<file path="src/rtl/gpio_in_cond.sv">
// ---------------------------------------------------------------------------
// gpio_in_cond
//
// Input-conditioning stage placed directly in front of the GPIO register
// block. Raw pad levels pass through a 2-flop synchronizer and then a
// per-bit debounce filter. The filtered level is driven on gpio_in, which
// the register block reads back at address 0x08. Accepted transitions
// produce one-cycle rise/fall pulses. Enabled edges set a sticky
// interrupt status that is cleared by writing 1.
//
// Build option:
//   GPIO_DEBOUNCE_EN  defined   : per-bit counters; a new synchronized level
//                                 must persist DEB_CYCLES cycles to be accepted.
//                     undefined : no counters; gpio_in follows the synchronizer
//                                 one cycle later and DEB_CYCLES is ignored.
//
// Parameters:
//   WIDTH       number of GPIO bits
//   DEB_CYCLES  persistence requirement in synchronized cycles (1..255)
//
// Ports:
//   clk          system clock
//   rst_n        asynchronous active-low reset, clears all state
//   pad_in       raw pad levels, asynchronous to clk
//   irq_rise_en  per-bit enable: a rising edge sets irq_status
//   irq_fall_en  per-bit enable: a falling edge sets irq_status
//   irq_clr      per-bit write-1-to-clear strobe for irq_status
//   gpio_in      debounced, synchronized level
//   rise_pulse   one-cycle pulse when a gpio_in bit goes 0->1
//   fall_pulse   one-cycle pulse when a gpio_in bit goes 1->0
//   irq_status   sticky per-bit edge status
//   irq          OR-reduction of irq_status
// ---------------------------------------------------------------------------
module gpio_in_cond #(
    parameter int unsigned WIDTH      = 32,
    parameter int unsigned DEB_CYCLES = 4
) (
    input  logic             clk,
    input  logic             rst_n,
    input  logic [WIDTH-1:0] pad_in,
    input  logic [WIDTH-1:0] irq_rise_en,
    input  logic [WIDTH-1:0] irq_fall_en,
    input  logic [WIDTH-1:0] irq_clr,
    output logic [WIDTH-1:0] gpio_in,
    output logic [WIDTH-1:0] rise_pulse,
    output logic [WIDTH-1:0] fall_pulse,
    output logic [WIDTH-1:0] irq_status,
    output logic             irq
);

    // Elaboration-time guard on the debounce length.
    if (DEB_CYCLES < 1 || DEB_CYCLES > 255) begin : g_deb_range_check
        $error("gpio_in_cond: DEB_CYCLES must be in 1..255");
    end

    // -----------------------------------------------------------------------
    // 2-flop synchronizer: the only logic that samples pad_in.
    // -----------------------------------------------------------------------
    logic [WIDTH-1:0] s1_q;
    logic [WIDTH-1:0] s2_q;

    always_ff @(posedge clk or negedge rst_n) begin
        if (!rst_n) begin
            s1_q <= '0;
            s2_q <= '0;
        end else begin
            s1_q <= pad_in;
            s2_q <= s1_q;
        end
    end

    // -----------------------------------------------------------------------
    // Acceptance of a new level, per bit.
    // -----------------------------------------------------------------------
    logic [WIDTH-1:0] stable_q;
    logic [WIDTH-1:0] stable_d;
    logic [WIDTH-1:0] accept;

`ifdef GPIO_DEBOUNCE_EN
    localparam int unsigned CW = $clog2(DEB_CYCLES + 1);
    localparam logic [CW-1:0] CNT_LAST = CW'(DEB_CYCLES - 1);

    logic [WIDTH-1:0][CW-1:0] cnt_q;
    logic [WIDTH-1:0][CW-1:0] cnt_d;

    // The counter holds the number of consecutive mismatching cycles already
    // seen. The cycle that would take it to DEB_CYCLES is the accept cycle,
    // so the counter never reaches DEB_CYCLES itself. Any cycle in which the
    // synchronized level matches gpio_in (or an accept) restarts it from 0.
    always_comb begin
        cnt_d  = '0;
        accept = '0;
        for (int unsigned i = 0; i < WIDTH; i++) begin
            if (s2_q[i] != stable_q[i]) begin
                if (cnt_q[i] == CNT_LAST) begin
                    accept[i] = 1'b1;
                end else begin
                    cnt_d[i] = cnt_q[i] + 1'b1;
                end
            end
        end
    end

    always_ff @(posedge clk or negedge rst_n) begin
        if (!rst_n) begin
            cnt_q <= '0;
        end else begin
            cnt_q <= cnt_d;
        end
    end
`else
    // Without the filter every synchronized difference is accepted at once.
    always_comb begin
        accept = s2_q ^ stable_q;
    end
`endif

    // Accepted bits flip; since accept implies s2 != stable this equals s2.
    always_comb begin
        stable_d = stable_q ^ accept;
    end

    always_ff @(posedge clk or negedge rst_n) begin
        if (!rst_n) begin
            stable_q <= '0;
        end else begin
            stable_q <= stable_d;
        end
    end

    // -----------------------------------------------------------------------
    // Edge pulses, registered on the accept edge so that each pulse lines up
    // with the first cycle gpio_in shows the new level.
    // -----------------------------------------------------------------------
    logic [WIDTH-1:0] rise_q;
    logic [WIDTH-1:0] rise_d;
    logic [WIDTH-1:0] fall_q;
    logic [WIDTH-1:0] fall_d;

    always_comb begin
        rise_d = accept &  s2_q;
        fall_d = accept & ~s2_q;
    end

    always_ff @(posedge clk or negedge rst_n) begin
        if (!rst_n) begin
            rise_q <= '0;
            fall_q <= '0;
        end else begin
            rise_q <= rise_d;
            fall_q <= fall_d;
        end
    end

    // -----------------------------------------------------------------------
    // Sticky interrupt status. Set is evaluated from the pulses of the
    // current cycle and the enables of the current cycle only, and it is
    // OR-ed in after the clear so a simultaneous set wins.
    // -----------------------------------------------------------------------
    logic [WIDTH-1:0] status_q;
    logic [WIDTH-1:0] status_d;
    logic [WIDTH-1:0] status_set;

    always_comb begin
        status_set = (rise_q & irq_rise_en) | (fall_q & irq_fall_en);
        status_d   = (status_q & ~irq_clr) | status_set;
    end

    always_ff @(posedge clk or negedge rst_n) begin
        if (!rst_n) begin
            status_q <= '0;
        end else begin
            status_q <= status_d;
        end
    end

    // -----------------------------------------------------------------------
    // Outputs
    // -----------------------------------------------------------------------
    assign gpio_in    = stable_q;
    assign rise_pulse = rise_q;
    assign fall_pulse = fall_q;
    assign irq_status = status_q;
    assign irq        = |status_q;

endmodule

</file>
<file path="config.mk">
export PLATFORM = sky130hd
export DESIGN_NAME = gpio_in_cond
export DESIGN_NICKNAME = d
export VERILOG_FILES = /design/src/rtl/gpio_in_cond.sv
export SDC_FILE = /design/constraint.sdc
export NUM_CORES = 1
export LEC_CHECK = 0
export CAP_MARGIN = 10
export CORE_ASPECT_RATIO = 0.8
export CORE_MARGIN = 2
export CORE_UTILIZATION = 44
export DETAILED_ROUTE_END_ITERATION = 6
export GPL_TIMING_DRIVEN = 0
export PLACE_DENSITY = 0.8
export SLEW_MARGIN = 20
export SYNTH_ARGS = -nofsm -noshare
export SYNTH_HDL_FRONTEND = slang
export SYNTH_SLANG_ARGS = --single-unit
</file>
<file path="constraint.sdc">
create_clock -name clk -period 1.5 [get_ports clk]
set_clock_uncertainty 0.2 [all_clocks]
set_input_delay 0.3 -clock clk [delete_from_list [all_inputs] [get_ports clk]]
set_output_delay 0.3 -clock clk [all_outputs]
set_load 0.02 [all_outputs]
</file>
**Word-level counts from Yosys, hierarchy flattened**

Index checks and enable logic that the tools add are counted.

- Register bits: 192
- Word-level logic and storage cells: 18

- Bitwise operators: 11
- Reductions and logical operators: 1

Operators with widths:

| cell | count |
|---|---|
| bitwise AND 32 bit | 5 |
| inverter 32 bit | 2 |
| bitwise OR 32 bit | 2 |
| bitwise XOR 32 bit | 2 |
| OR reduction 32 bit | 1 |

**Logic depth before layout (Yosys ltp)**

Gate-level depths: netlist of run 1.

- Word-level depth: 3
- Mapped depth: 3
- Mapped depth without buffers: 3

**Worst setup path before layout of run 1**

Ideal clock, no wire load.

- Path kind: flip-flop to output port
- Start point: register status_q[5] (netlist: irq_status[5])
- End point: output irq
- Arrival: 1.133 ns
- Setup slack: -0.133 ns
- Stages on the path, launching flop included: 4
- Cell sequence: dfrtp_1 nor4_1 nand4_1 or2_1

- Cells in the longest elaborated chain, start to end: 1

RTL lines:

| what | line | RTL |
|---|---|---|
| start, declared | 160 | `logic [WIDTH-1:0] status_q;` |
| start signal, assigned | 173 | `status_q <= status_d;` |
| OR reduction 32 bit | 184 | `assign irq = \|status_q;` |
| end, declared | 48 | `output logic irq` |

No other way between the ends.

**Worst setup path in the final report of run 1**

Same ends and word-level chain as after synthesis.

==> summary.md, run 1 <==
| Metric | Value |
|---|---|
| Slew @ Worst Pin | 651.2 ps |
| Crit end category | primary output |
| Clk pin slew, worst setup/hold paths | 70 ps |
| Met3 Track Usage GR | 6.566% |
| Max Slew Vio Count | 0 |
| XOR/XNOR Fraction of Synth Area | 4.170% |
| Mux cell area share after synthesis | 0% |
| Core Region | 0.01496 mm2 |
| Total power | 21.70 mW |
| CTS tree | done |
| Worst Path Arrival | 1910 ps |
| Vias in the first global route | 5009 |
| # DRC | 0 |
| Register area share after synthesis | 71.48% |
| Clock sink count | 192 |
| Area delta synth->final | 63.48% |
| Worst Path Max Fanout | 2 |
| Vert. Die Dim | 114.5 um |
| WL/cell | 16.22 um |
| DP Wirelength | 10970 um |
| Mapped Cells | 459 |
| Count of final hold-check violations | 86 |
| GR Util met2 | 37.13% |
| Adder-cell share of the synthesized area | 11.91% |
| WS Path Type | reg2out |
| Critical Path Source Type | flip-flop |
| Global-route wire length before repair | 25340 um |
| Worst IR drop on VDD | 1.028 mV |
| Failing checks | negative hold slack, negative setup slack |
| H-Tree Depth | 4 |
| Gr ovfl total | 0 |
| # rows | 40 |
| Required @ worst endpoint | 1000 ps |
| Met1 Use GR | 23.39% |
| Max transition margin | 56.58% |
| Drt first pass iters | 4 |
| Leakage | 5.525 nW |
| Status | finished with violations |
| Simple-Gate Fraction of Synth Area | 1.117% |
| Synth unique cells | 10 |
| Worst-skew pair later-pin latency | 420 ps |
| All-Layer GR Usage | 20.58% |
| Longest Clk Path Bufs | 2 |
| DR vias | 4721 |
| Hold slack final | -355.4 ps |
| Worst hold path class | in2async |
| IO Port Bufs | 258 |
| Largest family of logic cells by synthesized area | adder cells |
| Pin count of the biggest net entering global routing | 107 |
| Max Cap Viol | 0 |
| Initial DRC Count | 206 |
| Synth Net Count | 653 |
| Die area | 0.01629 mm2 |
| Root buf cell | clkbuf_16 |
| Placed cell count | 907 |
| GPL Wtd Cong | 0.7534 |
| Top achievable clock speed | 414.7 MHz |
| Final worst slack | -911.4 ps |
| Endpoints failing setup | 13 |
| RSZ-0062 raised after global routing | true |
| Top Ports | 259 |
| Synthesis Warnings | 0 |
| Most frequent cells in the layout | dfrtp_1 (182), clkdlybuf4s50_1 (128), buf_4 (98), inv_1 (96), buf_6 (96) |
| ANT cells | 0 |
| DR vias/cell | 4.579 |
| Inserted Clock Buffers | 17 |
| Mapped Area | 0.006721 mm2 |
| Antenna violations before repair | 0 |
| Grt peak-use layer | met2 |
| ANT nets after route | 0 |
| Layout Cells excl Fill | 1031 |
| Share of cells above drive strength 1 | 32.30% |
| Most common cell after layout, fill and taps aside | dfrtp_1 |
| Tmin final | 2411 ps |
| Final #Nets | 1023 |
| Pwr per Cell Area | 1975 mW/mm2 |
| Mapped Avg Cell Area | 14.64 um2 |
| FF+latch count, synth | 192 |
| Initial core utilization | 44.92% |
| Fillers | 938 |
| Die Width | 142.2 um |
| Fin crit share | 160.8% |
| WL final | 16720 um |
| Compound-gate portion of the synthesized area | 5.957% |
registers in the layout (all words and copies together) (netlist names):
| register | cells |
|---|---|
| irq_status | 32 |
| fall_pulse | 32 |
| s2_q | 32 |
| s1_q | 32 |
| gpio_in | 32 |
| rise_pulse | 32 |
what timing repair did:
action	in CTS	in global routing
setup buffers	48	44
endpoints found under the hold margin	86	86
gates resized for setup	617	111
pin swaps	3	0
setup endpoints to repair	129	106
routing by layer:
metal | vias up | routed length (um)
met2 | 177 | 8989
met1 | 2325 | 6234
met5 | - | 0
met4 | 0 | 193
met3 | 15 | 1302
li1 | 2204 | -
cell usage after synthesis, drive strengths merged:
master | number | area (um2)
a22oi | 32 | 240.2
nand4 | 2 | 12.51
o21ai | 32 | 160.2
inv | 96 | 360.4
xnor2 | 32 | 280.3
nor4 | 8 | 56.30
dfrtp | 192 | 4805
ha | 64 | 800.8
or2 | 1 | 6.260
path summary, 6_finish.rpt:
check / startpoint / end / slack, ps / cells after the start
max: irq_status[5]$_DFF_PN0_ / irq / -910 / 4
min: rst_n / gpio_in[25]$_DFF_PN0_ / -360 / 1
max reg2reg: gpio_in[19]$_DFF_PN0_ / gpio_in[19]$_DFF_PN0_ / 60 / 5
min reg2reg: s1_q[12]$_DFF_PN0_ / s2_q[12]$_DFF_PN0_ / 140 / 0
max in group asynchronous: rst_n / irq_status[30]$_DFF_PN0_ / 480 / 2
min in group clk: pad_in[17] / s1_q[17]$_DFF_PN0_ / 110 / 1
stage by stage:
stage	hold slack [ps]	instance area [um2]	TNS, ps	util, %	worst slack (ps)
CTS	-321.1	10320	-2553	68.95	-918.6
global placement	131.4	9552	-1436890	63.83	-8139
finish	-355.4	10990	-2079	73.43	-911.4
detailed placement	134.7	9584	-2292	64.05	-1198
global route	-311.9	10990	-3476	73.43	-965.1
floorplan	-195.6	6733	-98.94	-	-98.94
cells by family after synthesis:
logic type	count (synthesis)
AOI/OAI and AO/OA	64
adders and majority gates	64
xor gates and xnor gates	32
and+or+nand+nor	11
buffers and inverters	96
DFF	192
where the power goes:
part	internal [mW]	switching [mW]	total (mW)
registers	6.60	1.17	7.77
clock network	3.22	1.90	5.12
logic	4.73	4.09	8.81
cell type report:
type	count	area, um2	share of cell area [%]
Multi-Input combinational cell	171	1617	14.71
Clock buffer	19	452.9	4.122
Inverter	96	360.3	3.279
Tap cell	189	236.5	2.152
Clock inverter	13	229.0	2.084
Sequential cell	192	4817	43.84
Timing Repair Buffer	351	3276	29.81
worst max-delay path, cell delays in order (launching register included):
cell and delay (ps):
dfrtp_2 450, nor4_4 320, nand4_1 280, or2_4 320, buf_6 130
Power figures use the tool's default switching activity.
==> inputs of run 2 (changes only) <==
--- a/config.mk
+++ b/config.mk
@@ -5,8 +5,8 @@
 export SDC_FILE = /design/constraint.sdc
 export NUM_CORES = 1
 export LEC_CHECK = 0
-export CAP_MARGIN = 10
-export CORE_ASPECT_RATIO = 0.8
+export CAP_MARGIN = 20
+export CORE_ASPECT_RATIO = 2
 export CORE_MARGIN = 2
 export CORE_UTILIZATION = 44
 export DETAILED_ROUTE_END_ITERATION = 6
==> run 2 against run 1 <==
Against the previous run: the run still ends with negative hold slack, negative setup slack left; fmax grew 5.7%; combinational power fell by 4.5%; utilization decreased by 1.5 points; sequential share of layout area is 1.1 points higher; clock-buffer cell count down 1; final cell count shrank 1.2%; power fell by 5.0%; first-iteration DRC count down 22%; register-to-register slack better by 50 ps; clock power fell by 12%; largest power group unchanged.
==> summary.md, run 2 (synthesized netlist as in run 1, its figures left out) <==
| Metric | Value |
|---|---|
| Status | finished with violations (unchanged) |
| Failing checks | negative hold slack, negative setup slack (unchanged) |
| Fin crit share | 152.0% (was 160.8%) |
| Tmin final | 2280 ps (was 2411 ps) |
| H-Tree Depth | 4 (unchanged) |
| Core Region | 0.01490 mm2 (was 0.01496 mm2) |
| Top Ports | 259 (unchanged) |
| Worst IR drop on VDD | 1.198 mV (was 1.028 mV) |
| DR vias/cell | 4.552 (was 4.579) |
| Worst R2R Setup Slack | 110 ps (was 60 ps) |
| Share of cells above drive strength 1 | 31.31% (was 32.30%) |
| Worst slack, placed | -1033 ps (was -1198 ps) |
| Longest Clk Path Bufs | 2 (unchanged) |
| CTS tree | done (unchanged) |
| ANT cells | 0 (unchanged) |
| Inserted Clock Buffers | 17 (unchanged) |
| Max Cap Viol | 0 (unchanged) |
| GPL Wtd Cong | 0.8044 (was 0.7534) |
| Max Slew Vio Count | 0 (unchanged) |
| Initial core utilization | 45.12% (was 44.92%) |
| Endpoints failing setup | 18 (was 13) |
| Hold slack final | -299.4 ps (was -355.4 ps) |
| Worst hold path class | in2async (unchanged) |
| Die Width | 91.40 um (was 142.2 um) |
| WS Path Type | reg2out (unchanged) |
| Initial DRC Count | 160 (was 206) |
| ANT nets after route | 0 (unchanged) |
| Worst Path Max Fanout | 2 (unchanged) |
| WL/cell | 15.68 um (was 16.22 um) |
| Gr ovfl total | 0 (unchanged) |
| Count of final hold-check violations | 95 (was 86) |
| IO Port Bufs | 258 (unchanged) |
| Area delta synth->final | 59.51% (was 63.48%) |
| Antenna violations before repair | 0 (unchanged) |
| Fin util | 71.97% (was 73.43%) |
| Reg-to-reg endpoint | gpio_in[15]$_DFF_PN0_ (was gpio_in[19]$_DFF_PN0_) |
| Crit end category | primary output (unchanged) |
| Pin count of the biggest net entering global routing | 98 (was 107) |
| Critical Path Source Type | flip-flop (unchanged) |
| Required @ worst endpoint | 1000 ps (about the same) |
| Root buf cell | clkbuf_16 (unchanged) |
| Worst-skew pair later-pin latency | 410 ps (was 420 ps) |
| Top achievable clock speed | 438.5 MHz (was 414.7 MHz) |
| DR vias | 4638 (was 4721) |
| Most frequent cells in the layout | dfrtp_1 (179), clkdlybuf4s50_1 (128), inv_1 (96), buf_6 (83), buf_4 (73) (was dfrtp_1 (182), clkdlybuf4s50_1 (128), buf_4 (98), inv_1 (96), buf_6 (96)) |
| Pwr per Cell Area | 1922 mW/mm2 (was 1975 mW/mm2) |
| Max transition margin | 53.46% (was 56.58%) |
| Slew @ Worst Pin | 698.1 ps (was 651.2 ps) |
| R2r startpoint | gpio_in[15]$_DFF_PN0_ (was gpio_in[19]$_DFF_PN0_) |
| # rows | 63 (was 40) |
| Most common cell after layout, fill and taps aside | dfrtp_1 (unchanged) |
| RSZ-0062 raised after global routing | true (unchanged) |
| Vias in the first global route | 5124 (was 5009) |
| WL final | 15980 um (was 16720 um) |
| R2R cell count | 5 (unchanged) |
| Clock sink count | 192 (unchanged) |
| Worst Path Arrival | 1780 ps (was 1910 ps) |
| Final #Nets | 1005 (was 1023) |
| Vert. Die Dim | 178.8 um (was 114.5 um) |
| Drt first pass iters | 6 (was 4) |
| Clk pin slew, worst setup/hold paths | 80 ps (was 70 ps) |
| # DRC | 0 (unchanged) |
| Die area | 0.01634 mm2 (was 0.01629 mm2) |
| Global-route wire length before repair | 24720 um (was 25340 um) |
| Leakage | 5.374 nW (was 5.525 nW) |
| DP Wirelength | 11230 um (was 10970 um) |
| All-Layer GR Usage | 19.61% (was 20.58%) |
| Final worst slack | -780.4 ps (was -911.4 ps) |
==> run 2: what timing repair did <==
| action | 4_1_cts | 5_1_grt |
|---|---|---|
| pin swaps | 3 | 2 |
| cloned | 0 | 0 |
| endpoints found under the setup margin | 129 | 82 |
| resized for setup | 629 | 79 |
| buffers inserted | 51 | 27 |
| hold endpoints to repair | 95 | 95 |
==> run 2: layer usage <==
layer  track usage [%]  part of all wire (%)
met2             36.27                    57
met3             4.708                   5.3
met1             20.36                    33
met4             9.848                   4.6
met5                 0                     0
==> run 2: worst max-delay path by stage <==
stage,start,endpoint,slack [ps],cells past startpoint
floorplan,irq_status[5]$_DFF_PN0_,irq,-100,3
global placement,rst_n,irq_status[6]$_DFF_PN0_,-8030,1
detailed placement,irq_status[30]$_DFF_PN0_,irq,-1030,4
CTS,irq_status[19]$_DFF_PN0_,irq,-800,4
global route,irq_status[22]$_DFF_PN0_,irq,-900,4
finish,irq_status[22]$_DFF_PN0_,irq,-780,4
==> run 2: report_power, final <==
part	switching (mW)	internal [mW]
Combinational	4.04	4.37
Sequential	1.10	6.60
Clock	2.11	2.40
==> run 2: layout make-up <==
| cell class | count | area (um2) |
|---|---|---|
| flip-flops and latches | 192 | 4821 |
| clock buffers | 18 | 429.2 |
| clock inverters | 14 | 170.2 |
| well taps | 195 | 244.0 |
| repair buffers | 333 | 3042 |
| inverters | 96 | 360.3 |
| fillers | 998 | 4177 |
| multi-input cells | 171 | 1655 |
==> run 2: through the flow <==
step                      TNS [ps]  hold slack, ps  power (mW)  cells  cell area (um2)
after floorplan             -98.94          -195.6       11.03    459             6733
after global placement    -1414810           132.1       14.52    912             9559
after detailed placement     -2359           135.5       14.82    913             9592
after CTS                    -2624          -273.5       19.95    996            10310
after global routing         -3733          -268.4       21.79   1019            10720
final                        -2465          -299.4       20.61   1019            10720
==> run 2: critical path, stage by stage (launching register included) <==
cell and delay (ps):
dfrtp_1 430, nor4_4 370, nand4_1 180, or2_4 260, buf_6 130
==> inputs of run 3 (changes only) <==
--- a/config.mk
+++ b/config.mk
@@ -12,6 +12,7 @@
 export DETAILED_ROUTE_END_ITERATION = 6
 export GPL_TIMING_DRIVEN = 0
 export PLACE_DENSITY = 0.8
+export SETUP_SLACK_MARGIN = 0.4
 export SLEW_MARGIN = 20
 export SYNTH_ARGS = -nofsm -noshare
 export SYNTH_HDL_FRONTEND = slang
==> run 3 against run 2 <==
Against the previous run: the run still ends with negative hold slack, negative setup slack left; clock power shrank 3%; utilization grew 15 points; worst hold slack lost 100 ps; die area is the same.
==> summary.md, run 3 (synthesized netlist as in run 1, its figures left out) <==
| Metric | Value |
|---|---|
| Worst IR drop on VDD | 1.757 mV (was 1.198 mV) |
| Tmin final | 2321 ps (was 2280 ps) |
| CTS tree | done (unchanged) |
| Max Cap Viol | 0 (unchanged) |
| Post-DP Area | 0.009632 mm2 (was 0.009592 mm2) |
| Root buf cell | clkbuf_16 (unchanged) |
| IO Port Bufs | 258 (unchanged) |
| WS Path Type | reg2out (unchanged) |
| Worst hold path class | in2async (unchanged) |
| Worst Path Arrival | 1820 ps (was 1780 ps) |
| ANT nets after route | 0 (unchanged) |
| # DRC | 0 (unchanged) |
| Initial DRC Count | 208 (was 160) |
| Endpoints failing setup | 42 (was 18) |
| Fin crit share | 154.7% (was 152.0%) |
| Die Width | 91.40 um (unchanged) |
| H-Tree Depth | 4 (unchanged) |
| Pwr per Cell Area | 2035 mW/mm2 (was 1922 mW/mm2) |
| Pin count of the biggest net entering global routing | 106 (was 98) |
| Leakage | 6.000 nW (was 5.374 nW) |
| Highest metal layer with signal wires | met4 (unchanged) |
| Vias in the first global route | 5530 (was 5124) |
| R2R cell count | 5 (unchanged) |
| Antenna violations before repair | 1 (was 0) |
| Longest Clk Path Bufs | 2 (unchanged) |
| Inserted Clock Buffers | 17 (unchanged) |
| WL final | 23110 um (was 15980 um) |
| RSZ-0062 raised after global routing | true (unchanged) |
| Area delta synth->final | 93.71% (was 59.51%) |
| Worst Path Max Fanout | 2 (unchanged) |
| Worst-skew pair later-pin latency | 430 ps (was 410 ps) |
| Gr ovfl total | 0 (unchanged) |
| Initial core utilization | 45.12% (unchanged) |
| Share of cells above drive strength 1 | 55.57% (was 31.31%) |
| Clock sink count | 192 (unchanged) |
| DRT met1 WL | 7286 um (was 5306 um) |
| Hold slack final | -400.1 ps (was -299.4 ps) |
| Top Ports | 259 (unchanged) |
| DR vias | 5152 (was 4638) |
| Failing checks | negative hold slack, negative setup slack (unchanged) |
| Worst R2R Setup Slack | 120 ps (was 110 ps) |
| Core Region | 0.01490 mm2 (unchanged) |
| GPL Wtd Cong | 0.8356 (was 0.8044) |
| Required @ worst endpoint | 1000 ps (about the same) |
| Final #Nets | 1070 (was 1005) |
| DP Wirelength | 11540 um (was 11230 um) |
| Most frequent cells in the layout | buf_6 (236), dfrtp_1 (148), clkdlybuf4s50_1 (128), inv_1 (63), ha_4 (55) (was dfrtp_1 (179), clkdlybuf4s50_1 (128), inv_1 (96), buf_6 (83), buf_4 (73)) |
| Vert. Die Dim | 178.8 um (unchanged) |
| CP startpoint | irq_status[29]$_DFF_PN0_ (was irq_status[22]$_DFF_PN0_) |
| DR vias/cell | 4.748 (was 4.552) |
| Final non-filler cell area | 0.01302 mm2 (was 0.01072 mm2) |
| Critical Path Source Type | flip-flop (unchanged) |
| Top achievable clock speed | 430.8 MHz (was 438.5 MHz) |
| Max Slew Vio Count | 0 (unchanged) |
| Final worst slack | -821.2 ps (was -780.4 ps) |
| Die area | 0.01634 mm2 (unchanged) |
| Count of final hold-check violations | 87 (was 95) |
| WL/cell | 21.30 um (was 15.68 um) |
| Clk pin slew, worst setup/hold paths | 70 ps (was 80 ps) |
| Global-route wire length before repair | 28320 um (was 24720 um) |
| Crit end category | primary output (unchanged) |
| R2r startpoint | gpio_in[15]$_DFF_PN0_ (unchanged) |
| Most common cell after layout, fill and taps aside | buf_6 (was dfrtp_1) |
| Reg-to-reg endpoint | gpio_in[15]$_DFF_PN0_ (unchanged) |
| Drt first pass iters | 4 (was 6) |
| Metal3 WL | 900 um (was 850 um) |
| Fin util | 87.39% (was 71.97%) |
| Slew @ Worst Pin | 505.7 ps (was 698.1 ps) |
| Status | finished with violations (unchanged) |
| # rows | 63 (unchanged) |
| Met2 Wirelength | 13930 um (was 9079 um) |
| All-Layer GR Usage | 23.20% (was 19.61%) |
| Max transition margin | 66.29% (was 53.46%) |
==> run 3: where the power goes <==
part	switching [mW]	internal (mW)	leakage (nW)	total (mW)
Clock	1.98	2.39	0.274	4.37
Combinational	5.92	7.98	3.44	13.9
Sequential	1.55	6.69	2.29	8.24
==> run 3: repair_timing <==
item / 4_1_cts / 5_1_grt
endpoints found under the setup margin: 163 / 300
endpoints found under the hold margin: 87 / 87
pin swaps: 31 / 51
setup buffers: 79 / 60
resized for setup: 877 / 242
==> run 3: layer usage <==
| layer | vias up | global-route usage [%] |
|---|---|---|
| met3 | 56 | 5.759 |
| met2 | 224 | 44.18 |
| met4 | 0 | 12.82 |
| li1 | 2297 | - |
| met1 | 2575 | 22.25 |
| met5 | - | 0 |
==> run 3: final cells by class <==
class,count,area [um2]
clock inverters,11,107.6
clock buffers,21,460.4
diodes,1,2.502
multi-input cells,171,2686
fillers,562,1878
flip-flops and latches,192,4860
inverters,96,440.4
well taps,195,244.0
repair buffers,398,4219
==> run 3: metrics by stage <==
| stage | total power, mW | setup slack (ps) | hold WS, ps | cells | TNS (ps) |
|---|---|---|---|---|---|
| 6_report | 26.50 | -821.2 | -400.1 | 1085 | -3267 |
| 5_1_grt | 27.60 | -871.4 | -372.0 | 1085 | -5980 |
| 2_1_floorplan | 11.12 | -98.94 | -195.6 | 459 | -98.94 |
| 3_5_place_dp | 14.98 | -1033 | 134.7 | 913 | -1584 |
| 4_1_cts | 22.49 | -830.3 | -318.4 | 1024 | -3066 |
| 3_3_place_gp | 14.61 | -8033 | 131.7 | 912 | -1437000 |
==> run 3: worst max-delay path, cell delays in order, from the launching register on <==
cell     delay (ps)
dfrtp_1         440
nor4_4          350
nand4_1         190
or2_4           290
buf_6           130
==> run 3: worst max path at each step <==
stage | to | slack, ps
2_1_floorplan | irq | -100
3_3_place_gp | irq_status[5]$_DFF_PN0_ | -8030
3_5_place_dp | irq | -1030
4_1_cts | irq | -830
5_1_grt | irq | -870
6_report | irq | -820
